$ cat config.mk
export PLATFORM = sky130hd
export DESIGN_NAME = step_clock_ctrl_flat
export DESIGN_NICKNAME = d
export VERILOG_FILES = /design/src/rtl/step_clock_ctrl_if.sv /design/src/rtl/step_clock_ctrl.sv /design/src/flat_wrapper.sv
export SDC_FILE = /design/constraint.sdc
export NUM_CORES = 1
export LEC_CHECK = 0
export BUFFER_PORTS_ARGS = -buffer_cell sky130_fd_sc_hd__buf_4
export CAP_MARGIN = 20
export CORE_AREA = 3 3 143 110
export DETAILED_ROUTE_END_ITERATION = 7
export DIE_AREA = 0 0 146 113
export GPL_TIMING_DRIVEN = 0
export PLACE_DENSITY = 0.64
export RECOVER_POWER = 25
export SETUP_SLACK_MARGIN = 0.4
export SLEW_MARGIN = 25
export SYNTH_ARGS = -nofsm -noshare
export SYNTH_HDL_FRONTEND = slang
export SYNTH_SLANG_ARGS = --single-unit
$ cat constraint.sdc
create_clock -name clk -period 2.8 [get_ports clk]
set_input_delay 0.56 -clock clk [delete_from_list [all_inputs] [get_ports clk]]
set_output_delay 0.56 -clock clk [all_outputs]
set_load 0.1 [all_outputs]
$ cat src/rtl/step_clock_ctrl_if.sv
// Purpose : bundles the button inputs and status/strobe outputs of step_clock_ctrl.
// Latency : n/a (wires only).
// Backpressure: none; buttons are levels, core_en is a strobe the core must take.
// Ports   : btn_run/btn_step/btn_fast (raw buttons), core_en, running, fast, pulse_count[15:0];
//           with BREAKPOINT_EN defined also pc[31:0], bp_addr[31:0], bp_valid, bp_hit.
interface step_clock_ctrl_if;
  logic        btn_run;
  logic        btn_step;
  logic        btn_fast;
  logic        core_en;
  logic        running;
  logic        fast;
  logic [15:0] pulse_count;
`ifdef BREAKPOINT_EN
  logic [31:0] pc;
  logic [31:0] bp_addr;
  logic        bp_valid;
  logic        bp_hit;

  modport master (
    output btn_run, btn_step, btn_fast, pc, bp_addr, bp_valid,
    input  core_en, running, fast, pulse_count, bp_hit
  );
  modport slave (
    input  btn_run, btn_step, btn_fast, pc, bp_addr, bp_valid,
    output core_en, running, fast, pulse_count, bp_hit
  );
`else
  modport master (
    output btn_run, btn_step, btn_fast,
    input  core_en, running, fast, pulse_count
  );
  modport slave (
    input  btn_run, btn_step, btn_fast,
    output core_en, running, fast, pulse_count
  );
`endif
endinterface

$ cat src/rtl/step_clock_ctrl.sv
// Purpose : run/pause/single-step controller producing the core clock-enable strobe.
// Latency : raw button edge -> press event 2+DEBOUNCE_CYCLES cycles, event -> FSM/core_en 1 cycle.
// Backpressure: none; core_en is a one-cycle strobe, buttons are sampled levels.
// Ports   : clk, reset (sync, active-high), ctrl (step_clock_ctrl_if.slave):
//           btn_run/btn_step/btn_fast in, core_en/running/fast/pulse_count out.
// Option  : define BREAKPOINT_EN to add pc/bp_addr/bp_valid inputs and bp_hit output.
module step_clock_ctrl #(
  parameter int DEBOUNCE_CYCLES = 120000,
  parameter int SLOW_DIV        = 12000000,
  parameter int FAST_DIV        = 1200000,
  parameter int CNT_W           = 24
) (
  input  logic             clk,
  input  logic             reset,
  step_clock_ctrl_if.slave ctrl
);

  localparam logic [CNT_W-1:0] DEB_LAST  = CNT_W'(DEBOUNCE_CYCLES - 1);
  localparam logic [CNT_W-1:0] SLOW_LAST = CNT_W'(SLOW_DIV - 1);
  localparam logic [CNT_W-1:0] FAST_LAST = CNT_W'(FAST_DIV - 1);

  // Button bit positions inside the packed vectors below.
  localparam int B_RUN  = 0;
  localparam int B_STEP = 1;
  localparam int B_FAST = 2;

  // ---------------------------------------------------------------------------
  // Synchronise and debounce the three buttons
  // ---------------------------------------------------------------------------
  logic [2:0]       raw;
  logic [2:0]       sync1;
  logic [2:0]       sync2;
  logic [2:0]       db;
  logic [2:0]       db_q;
  logic [CNT_W-1:0] deb_cnt [3];
  logic [2:0]       press;

  assign raw = {ctrl.btn_fast, ctrl.btn_step, ctrl.btn_run};

  always_ff @(posedge clk) begin
    if (reset) begin
      sync1 <= '0;
      sync2 <= '0;
      db    <= '0;
      db_q  <= '0;
      for (int i = 0; i < 3; i++) begin
        deb_cnt[i] <= '0;
      end
    end else begin
      sync1 <= raw;
      sync2 <= sync1;
      db_q  <= db;
      for (int i = 0; i < 3; i++) begin
        // Any cycle agreeing with the accepted level restarts the count, so
        // only an unbroken run of DEBOUNCE_CYCLES disagreeing samples flips db.
        if (sync2[i] == db[i]) begin
          deb_cnt[i] <= '0;
        end else if (deb_cnt[i] == DEB_LAST) begin
          db[i]      <= sync2[i];
          deb_cnt[i] <= '0;
        end else begin
          deb_cnt[i] <= deb_cnt[i] + CNT_W'(1);
        end
      end
    end
  end

  // Rising edge of the debounced level only; releases are silent.
  assign press = db & ~db_q;

  // ---------------------------------------------------------------------------
  // Run / pause / step FSM with rate divider
  // ---------------------------------------------------------------------------
  typedef enum logic [1:0] {
    PAUSED   = 2'd0,
    RUNNING  = 2'd1,
    STEPPING = 2'd2
  } state_t;

  state_t           state;
  state_t           state_nxt;
  logic [CNT_W-1:0] div_cnt;
  logic [CNT_W-1:0] div_nxt;
  logic [CNT_W-1:0] period_last;
  logic             div_done;
  logic             fast_q;
  logic             fast_nxt;
  logic             en_nxt;
  logic             bp_stop;
  logic             core_en_q;
  logic             running_q;
  logic [15:0]      pulse_cnt;

  assign period_last = fast_q ? FAST_LAST : SLOW_LAST;
  assign div_done    = (div_cnt == period_last);

`ifdef BREAKPOINT_EN
  logic bp_hit_q;
  logic bp_hit_nxt;
  assign bp_stop = ctrl.bp_valid && (ctrl.pc == ctrl.bp_addr);
`else
  assign bp_stop = 1'b0;
`endif

  always_ff @(posedge clk) begin
    if (reset) begin
      state <= PAUSED;
    end else begin
      state <= state_nxt;
    end
  end

  always_comb begin
    state_nxt = state;
    div_nxt   = div_cnt;
    en_nxt    = 1'b0;
    fast_nxt  = fast_q ^ press[B_FAST];
`ifdef BREAKPOINT_EN
    bp_hit_nxt = bp_hit_q;
`endif
    case (state)
      PAUSED: begin
        // Run wins over a simultaneous step; the step is dropped.
        if (press[B_RUN]) begin
          state_nxt = RUNNING;
          div_nxt   = '0;
`ifdef BREAKPOINT_EN
          bp_hit_nxt = 1'b0;
`endif
        end else if (press[B_STEP]) begin
          // Stepping never consults the breakpoint so a stopped program can
          // be stepped past the address it halted on.
          state_nxt = STEPPING;
          en_nxt    = 1'b1;
        end
      end
      RUNNING: begin
        if (press[B_RUN]) begin
          // Pausing on the same cycle the divider completes swallows that pulse.
          state_nxt = PAUSED;
        end else if (div_done) begin
          div_nxt = '0;
          // A rate change on the completing cycle discards the period too.
          if (!press[B_FAST]) begin
            if (bp_stop) begin
              state_nxt = PAUSED;
`ifdef BREAKPOINT_EN
              bp_hit_nxt = 1'b1;
`endif
            end else begin
              en_nxt = 1'b1;
            end
          end
        end else begin
          div_nxt = div_cnt + CNT_W'(1);
        end
      end
      STEPPING: begin
        state_nxt = PAUSED;
      end
      default: begin
        state_nxt = PAUSED;
      end
    endcase
    // Rate toggles restart the period from zero in every state.
    if (press[B_FAST]) begin
      div_nxt = '0;
    end
  end

  always_ff @(posedge clk) begin
    if (reset) begin
      div_cnt   <= '0;
      fast_q    <= 1'b0;
      core_en_q <= 1'b0;
      running_q <= 1'b0;
      pulse_cnt <= '0;
`ifdef BREAKPOINT_EN
      bp_hit_q  <= 1'b0;
`endif
    end else begin
      div_cnt   <= div_nxt;
      fast_q    <= fast_nxt;
      core_en_q <= en_nxt;
      running_q <= (state_nxt == RUNNING);
      if (en_nxt) begin
        pulse_cnt <= pulse_cnt + 16'd1;
      end
`ifdef BREAKPOINT_EN
      bp_hit_q  <= bp_hit_nxt;
`endif
    end
  end

  assign ctrl.core_en     = core_en_q;
  assign ctrl.running     = running_q;
  assign ctrl.fast        = fast_q;
  assign ctrl.pulse_count = pulse_cnt;
`ifdef BREAKPOINT_EN
  assign ctrl.bp_hit      = bp_hit_q;
`endif

  // ---------------------------------------------------------------------------
  // Invariants
  // ---------------------------------------------------------------------------
  // Back-to-back strobes are only possible with a one-cycle period.
  a_no_double_en: assert property (@(posedge clk) disable iff (reset)
    (core_en_q && (SLOW_DIV > 1) && (FAST_DIV > 1)) |=> !core_en_q);

  a_running_tracks_state: assert property (@(posedge clk) disable iff (reset)
    running_q == (state == RUNNING));

endmodule

$ cat src/flat_wrapper.sv
// flat-port wrapper written by rule: the top's interface ports become plain ports
module step_clock_ctrl_flat 
#(
  parameter int DEBOUNCE_CYCLES = 120000,
  parameter int SLOW_DIV        = 12000000,
  parameter int FAST_DIV        = 1200000,
  parameter int CNT_W           = 24
)
  (clk, reset, ctrl_btn_run, ctrl_btn_step, ctrl_btn_fast, ctrl_core_en, ctrl_running, ctrl_fast, ctrl_pulse_count);
  step_clock_ctrl_if ctrl_i ();
  input  logic clk;
  input  logic reset;
  input wire logic [$bits(ctrl_i.btn_run)-1:0] ctrl_btn_run;
  input wire logic [$bits(ctrl_i.btn_step)-1:0] ctrl_btn_step;
  input wire logic [$bits(ctrl_i.btn_fast)-1:0] ctrl_btn_fast;
  output wire logic [$bits(ctrl_i.core_en)-1:0] ctrl_core_en;
  output wire logic [$bits(ctrl_i.running)-1:0] ctrl_running;
  output wire logic [$bits(ctrl_i.fast)-1:0] ctrl_fast;
  output wire logic [$bits(ctrl_i.pulse_count)-1:0] ctrl_pulse_count;
  assign ctrl_i.btn_run = ctrl_btn_run;
  assign ctrl_i.btn_step = ctrl_btn_step;
  assign ctrl_i.btn_fast = ctrl_btn_fast;
  assign ctrl_core_en = ctrl_i.core_en;
  assign ctrl_running = ctrl_i.running;
  assign ctrl_fast = ctrl_i.fast;
  assign ctrl_pulse_count = ctrl_i.pulse_count;
  step_clock_ctrl #(.DEBOUNCE_CYCLES(DEBOUNCE_CYCLES), .SLOW_DIV(SLOW_DIV), .FAST_DIV(FAST_DIV), .CNT_W(CNT_W)) u_core (.clk(clk), .reset(reset), .ctrl(ctrl_i));
endmodule
Yosys cells after proc, flatten, opt, wreduce, memory -nomap -nowiden --
Memories as Yosys holds them, arrays and structs flattened. Cells that the tools add are included.
Word-level totals: register bits after elaboration 57, bits in writable memories 72, input port bits 5, output and inout bits 19, word-level logic and storage cells 110, memories kept 1
Cells by class: add/sub/neg operators 5, eq/ne operators 11, muxes and demuxes 59, bitwise operators 15, reductions and logical operators 7
Memories:
- u_core.deb_cnt | depth 3, width 24, read ports 3, clocked after memory_dff 0, wr ports 3, line step_clock_ctrl.sv:35 | logic [CNT_W-1:0] deb_cnt [3];
Operators by type and width (number):
- 24-bit two-way mux | 13
- 24-bit by 1-bit adder with 24-bit output (second input constant) | 4
- 24-bit by 17-bit == test with 1-bit output (second input constant) | 3
- 24-bit one-hot mux with 2 select lines | 1
- 1-bit two-way mux | 40
- 24-bit == test | 1
- 16-bit by 1-bit adder with 16-bit output (second input constant) | 1
- 1-bit bitwise OR | 9
- 2-bit two-way mux | 3
- 2-bit AND reduction | 3
- 2-bit by 1-bit == test with 1-bit output (second input constant) | 2
- 2-bit one-hot mux with 2 select lines | 1
- 3-bit AND | 1
- 1-bit == test | 3
- 1-bit NOT | 3
- 3-bit NOT | 1
- 3-bit AND reduction | 1
- 2-bit logical NOT | 1
- 2-bit by 1-bit inequality test with 1-bit output (second input constant) | 1
- 2-bit inequality test (second input constant) | 1
- 1-bit one-hot mux with 2 select lines | 1
- 2-bit nonzero test | 1
- 2-bit OR reduction | 1
- 1-bit XOR | 1

Longest topological paths before layout --
An unclocked memory read counts as a cell.
depth in word-level cells 8, gate-level depth with buffers 9, gate-level depth less buffers 7

Worst setup path before layout --
No wires, ideal clock.
path kind reg2reg, start register u_core.fast_q (netlist: u_core.ctrl.fast), end register u_core.pulse_cnt[15] (netlist: u_core.ctrl.pulse_count[15]), setup time 0.123 ns, arrival time 2.760 ns, required time 2.677 ns, setup slack -0.083 ns, cell stages (with the launch flop) 7, buffers on the path 0, clock period less this slack 2.883 ns, path through dfxtp_1 or4b_4 nor3_4 o2111ai_4 and2_4 nor4_4 mux2_1
On the way: cells in the longest elaborated chain, start to end 5
RTL lines:
- start, declared | line step_clock_ctrl.sv:86 | logic fast_q;
- start signal, assigned | line step_clock_ctrl.sv:183 | fast_q <= fast_nxt;
- 24-bit two-way mux | line step_clock_ctrl.sv:94 | assign period_last = fast_q ? FAST_LAST : SLOW_LAST;
- 24-bit == test | line step_clock_ctrl.sv:95 | assign div_done = (div_cnt == period_last);
- 1-bit two-way mux | line step_clock_ctrl.sv:141 | end else if (div_done) begin
- 1-bit two-way mux | line step_clock_ctrl.sv:138 | if (press[B_RUN]) begin
- 1-bit one-hot mux with 2 select lines | line step_clock_ctrl.sv:121 | case (state)
- end signal, assigned | line step_clock_ctrl.sv:187 | pulse_cnt <= pulse_cnt + 16'd1;
- end, declared | line step_clock_ctrl.sv:92 | logic [15:0] pulse_cnt;
No other way between the ends. A chain may end at the register's enable or synchronous reset.

Final worst setup path --
start register u_core.div_cnt[13], end register u_core.pulse_cnt[15] (netlist: u_core.ctrl.pulse_count[15])
On the way: cells in the longest elaborated chain, start to end 4
RTL lines:
- start, declared | line step_clock_ctrl.sv:82 | logic [CNT_W-1:0] div_cnt;
- start signal, assigned | line step_clock_ctrl.sv:182 | div_cnt <= div_nxt;
- 24-bit == test | line step_clock_ctrl.sv:95
- 1-bit two-way mux | line step_clock_ctrl.sv:141
- 1-bit two-way mux | line step_clock_ctrl.sv:138
- 1-bit one-hot mux with 2 select lines | line step_clock_ctrl.sv:121
No other way between the ends.

==> results.md <==
- Outcome: completed
- Io pins: 24
- Worst Hold Path Cells: 2
- Reg-to-reg startpoint: u_core.div_cnt[13]$_SDFFE_PP0P_
- Synth Warn #: 0
- Max FO, Critical Path: 5
- Num CTS Buffers: 17
- Worst EP required: 3100 ps
- Inst Count DP: 951
- Setup crit start kind: register
- HP Class: in -> reg
- TritonCTS Sinks: 129
- Post-Route Setup TNS: 0 ps
- Max transition margin: 21.1%
- Worst path arrival time: ~2800 ps
- Wire length per cell: 13.6 um
- Min Tclk post-route: approximately 2500 ps
- Drt total wl: 13.4 mm
- Largest net degree at the start of global routing: 17
- Fmax: 0.407 GHz
- Antenna diodes: 0
- Area of the mapped netlist: 6480 sq um
- Maximum VDD drop: 442 uV
- Most used DFF post-synth: edfxtp_1
- Initial DRC Count: between 200 and 300
- ANT nets after route: 0
- Final Skew: around 4.6 ps
- Unrepaired setup endpoints after global routing: true
- Post-synthesis async set-or-reset flop share: 0%
- DRT Pass-1 Iters: 6
- Synthesized area per cell: 9.86 sq um
- Vias in the first global route: approximately 4900
- Chip Height: about 110 um
- FF-to-FF path depth: 6
- Starting Density: 45.0%
- Die width: 146 um
- Worst Setup SP: u_core.div_cnt[13]$_SDFFE_PP0P_
- Final setup vio count: 0
- Global placement routability congestion: 0.851
- LEAKAGE: between 2 and 3 nW
- Max-cap viol count: 0
- Sequential area share after synthesis: approximately half
- Clock latency on the worst-skew pair: around 410 ps
- Port Buffers: 23
- P per Cell Area: roughly 580 nW/um^2
- Setup Crit Path Kind: reg -> reg
- Setup crit end kind: register
- Dpl hpwl: 9.28 mm
- Cells after synthesis: 657
- Register clock-pin slew on the reported worst setup and hold paths: 60 ps
- Finished Layout Cells: 985
- DR DRC count: 0
- Area of the core: 14400 sq um
- Crit path capture: u_core.ctrl.pulse_count[15]$_SDFFE_PP0P_
- Final net count: 782
- Initial antenna violation count: 0
- Hold Buf Count CTS: 0
- Drt via density: about 5
- Number of flops mapped to enable cells by yosys: between 70 and 80
- CTS tree: built
- Share of cells above drive strength 1: around 8.4%
- Area grow syn2layout: 20.7%
- Final hold vios: 0
- R2R setup slack: 340 ps
- Period utilization: 87.8%
- Full die area: 16500 sq um
- Vias: 4929
- Synth Register Bits: 129
- Fillers: 1351
- Count of cell types in the netlist: 57
- Gr usage total: between 10% and 20%
- H-tree depth: 4
- Crit Reg-Reg Endpoint: u_core.ctrl.pulse_count[15]$_SDFFE_PP0P_
- Total grt overflow: 0
- Placement Rows: 38
- Longest Clk Path Bufs: 2
- Root Driver: clkbuf_16
- Worst Tran Pin Value: 1190 ps
- Global-route wire length before repair: 22.9 mm
- Slew Limit Fails: 0
-- logic make-up after synthesis --
family | Yosys count | synth area share [%]
compound gates | 52 | 6.41
flops | 129 | 51.0
simple gates | 344 | 26.9
buf+inv | 32 | 1.91
fa+ha+maj | 5 | 0.965
other cells | 1 | 0.0579
xor+xnor | 90 | 12.2
mux | 4 | 0.637
-- critical path, cell delays in order (launching register included) --
cell       delay [ps]
dfxtp_1           340
or4b_1            590
nor3_4            250
o2111ai_1         280
and2_4            280
nor4_4            270
mux2_1            340
-- repair_timing --
action                                  4_1_cts  5_1_grt
resized for setup                            10       16
buffers inserted                              0        2
pin swaps                                     0        4
endpoints found under the setup margin       54       63
-- sequential cells by signal, indices dropped and copies added, names as in the netlist --
register / cells
u_core.ctrl.core_en: 1
u_core.ctrl.fast: 1
u_core.state: 2
u_core.deb_cnt: 72
u_core.db: 3
u_core.db_q: 3
u_core.div_cnt: 24
u_core.sync2: 3
u_core.sync1: 3
u_core.ctrl.running: 1
u_core.ctrl.pulse_count: 16
-- where the power goes --
group | internal [mW] | switching, mW
sequential | 2.05 | 0.0507
combinational | 0.0451 | 0.0717
clock | 1.52 | 0.801
total | 3.61 | 0.923
-- synth_stat cells (all sizes together), types with 4 or more instances --
cell / number / area, sq um
and3: 24 / 150
nor4: 9 / 71.3
xnor2: 47 / 412
or3: 7 / 43.8
xor2: 43 / 377
nand4: 18 / 113
nand2: 51 / 191
nor4b: 4 / 35.0
nand3: 44 / 220
ha: 5 / 62.6
edfxtp: 72 / 2160
nor2: 125 / 469
inv: 10 / 37.5
and4: 8 / 70.1
clkbuf: 19 / 71.3
a21oi: 13 / 65.1
dfxtp: 57 / 1140
a211oi: 4 / 40.0
a221o: 7 / 70.1
and2: 4 / 27.5
nor3: 18 / 106
a22o: 5 / 43.8
o21ai: 6 / 30.0
nor2b: 14 / 87.6
-- stage by stage --
step	total power, mW	worst slack, ps	hold slack [ps]	cell area [sq um]	utilization [%]
after global routing	4.69	269	367	7820	54.3
after CTS	4.57	402	363	7820	54.3
after floorplan	2.21	431	414	6750	-
final	4.54	340	370	7820	54.3
after detailed placement	2.25	192	423	7170	49.8
after global placement	2.24	236	423	7170	49.8
-- worst min-delay path by stage --
stage                                       endpoint                       start
after floorplan           u_core.sync2[0]$_SDFF_PP0_  u_core.sync1[0]$_SDFF_PP0_
after global placement    u_core.sync2[0]$_SDFF_PP0_  u_core.sync1[0]$_SDFF_PP0_
after detailed placement  u_core.sync2[0]$_SDFF_PP0_  u_core.sync1[0]$_SDFF_PP0_
after CTS                 u_core.sync1[0]$_SDFF_PP0_                ctrl_btn_run
after global routing      u_core.sync1[0]$_SDFF_PP0_                ctrl_btn_run
final                     u_core.sync1[0]$_SDFF_PP0_                ctrl_btn_run
-- per-layer routing --
metal / part of all wire [%] / vias to the layer above / wire length [um] / track usage, %
met5: 0 / - / 0 / 0
met4: 1.7 / 0 / 225 / 6.08
met3: 2.9 / 22 / 386 / 4.04
met2: 46 / 73 / 6200 / 27.8
met1: 49 / 2338 / 6550 / 22.2
li1: - / 2496 / - / -
-- layout by cell type, fill, tap and decap left out, drive strengths merged, types with 3 or more instances in the layout --
master,synthesis,final
clkinv,0,3
a211oi,4,4
nand4,18,18
and3,24,24
nor4,9,9
a221o,7,7
nand4b,3,3
a22o,5,5
inv,10,12
nand3,44,44
bufinv,0,3
or2,3,3
or3,7,7
nor4b,4,4
nor2,125,125
a21oi,13,13
nor2b,14,14
and4,8,8
xor2,43,43
xnor2,47,47
conb,1,72
a21o,3,3
o21ai,6,6
nor3,18,18
and2,4,4
clkbuf,19,62
nand2,51,51
buf,3,8
mux2i,3,3
ha,5,5
dfxtp,57,57
edfxtp,72,72
or4b,3,3
-- final cells by class --
cell class	instances	area [sq um]	area share, %
repair buffers	25	125	1.60
plain buffers	22	101	1.30
well taps	200	250	3.20
inverters	10	37.5	0.480
multi-input cells	567	3380	43.2
clock inverters	9	124	1.58
clock buffers	23	499	6.38
flip-flops and latches	129	3310	42.3
No activity file was read; power rests on OpenSTA's default activity.
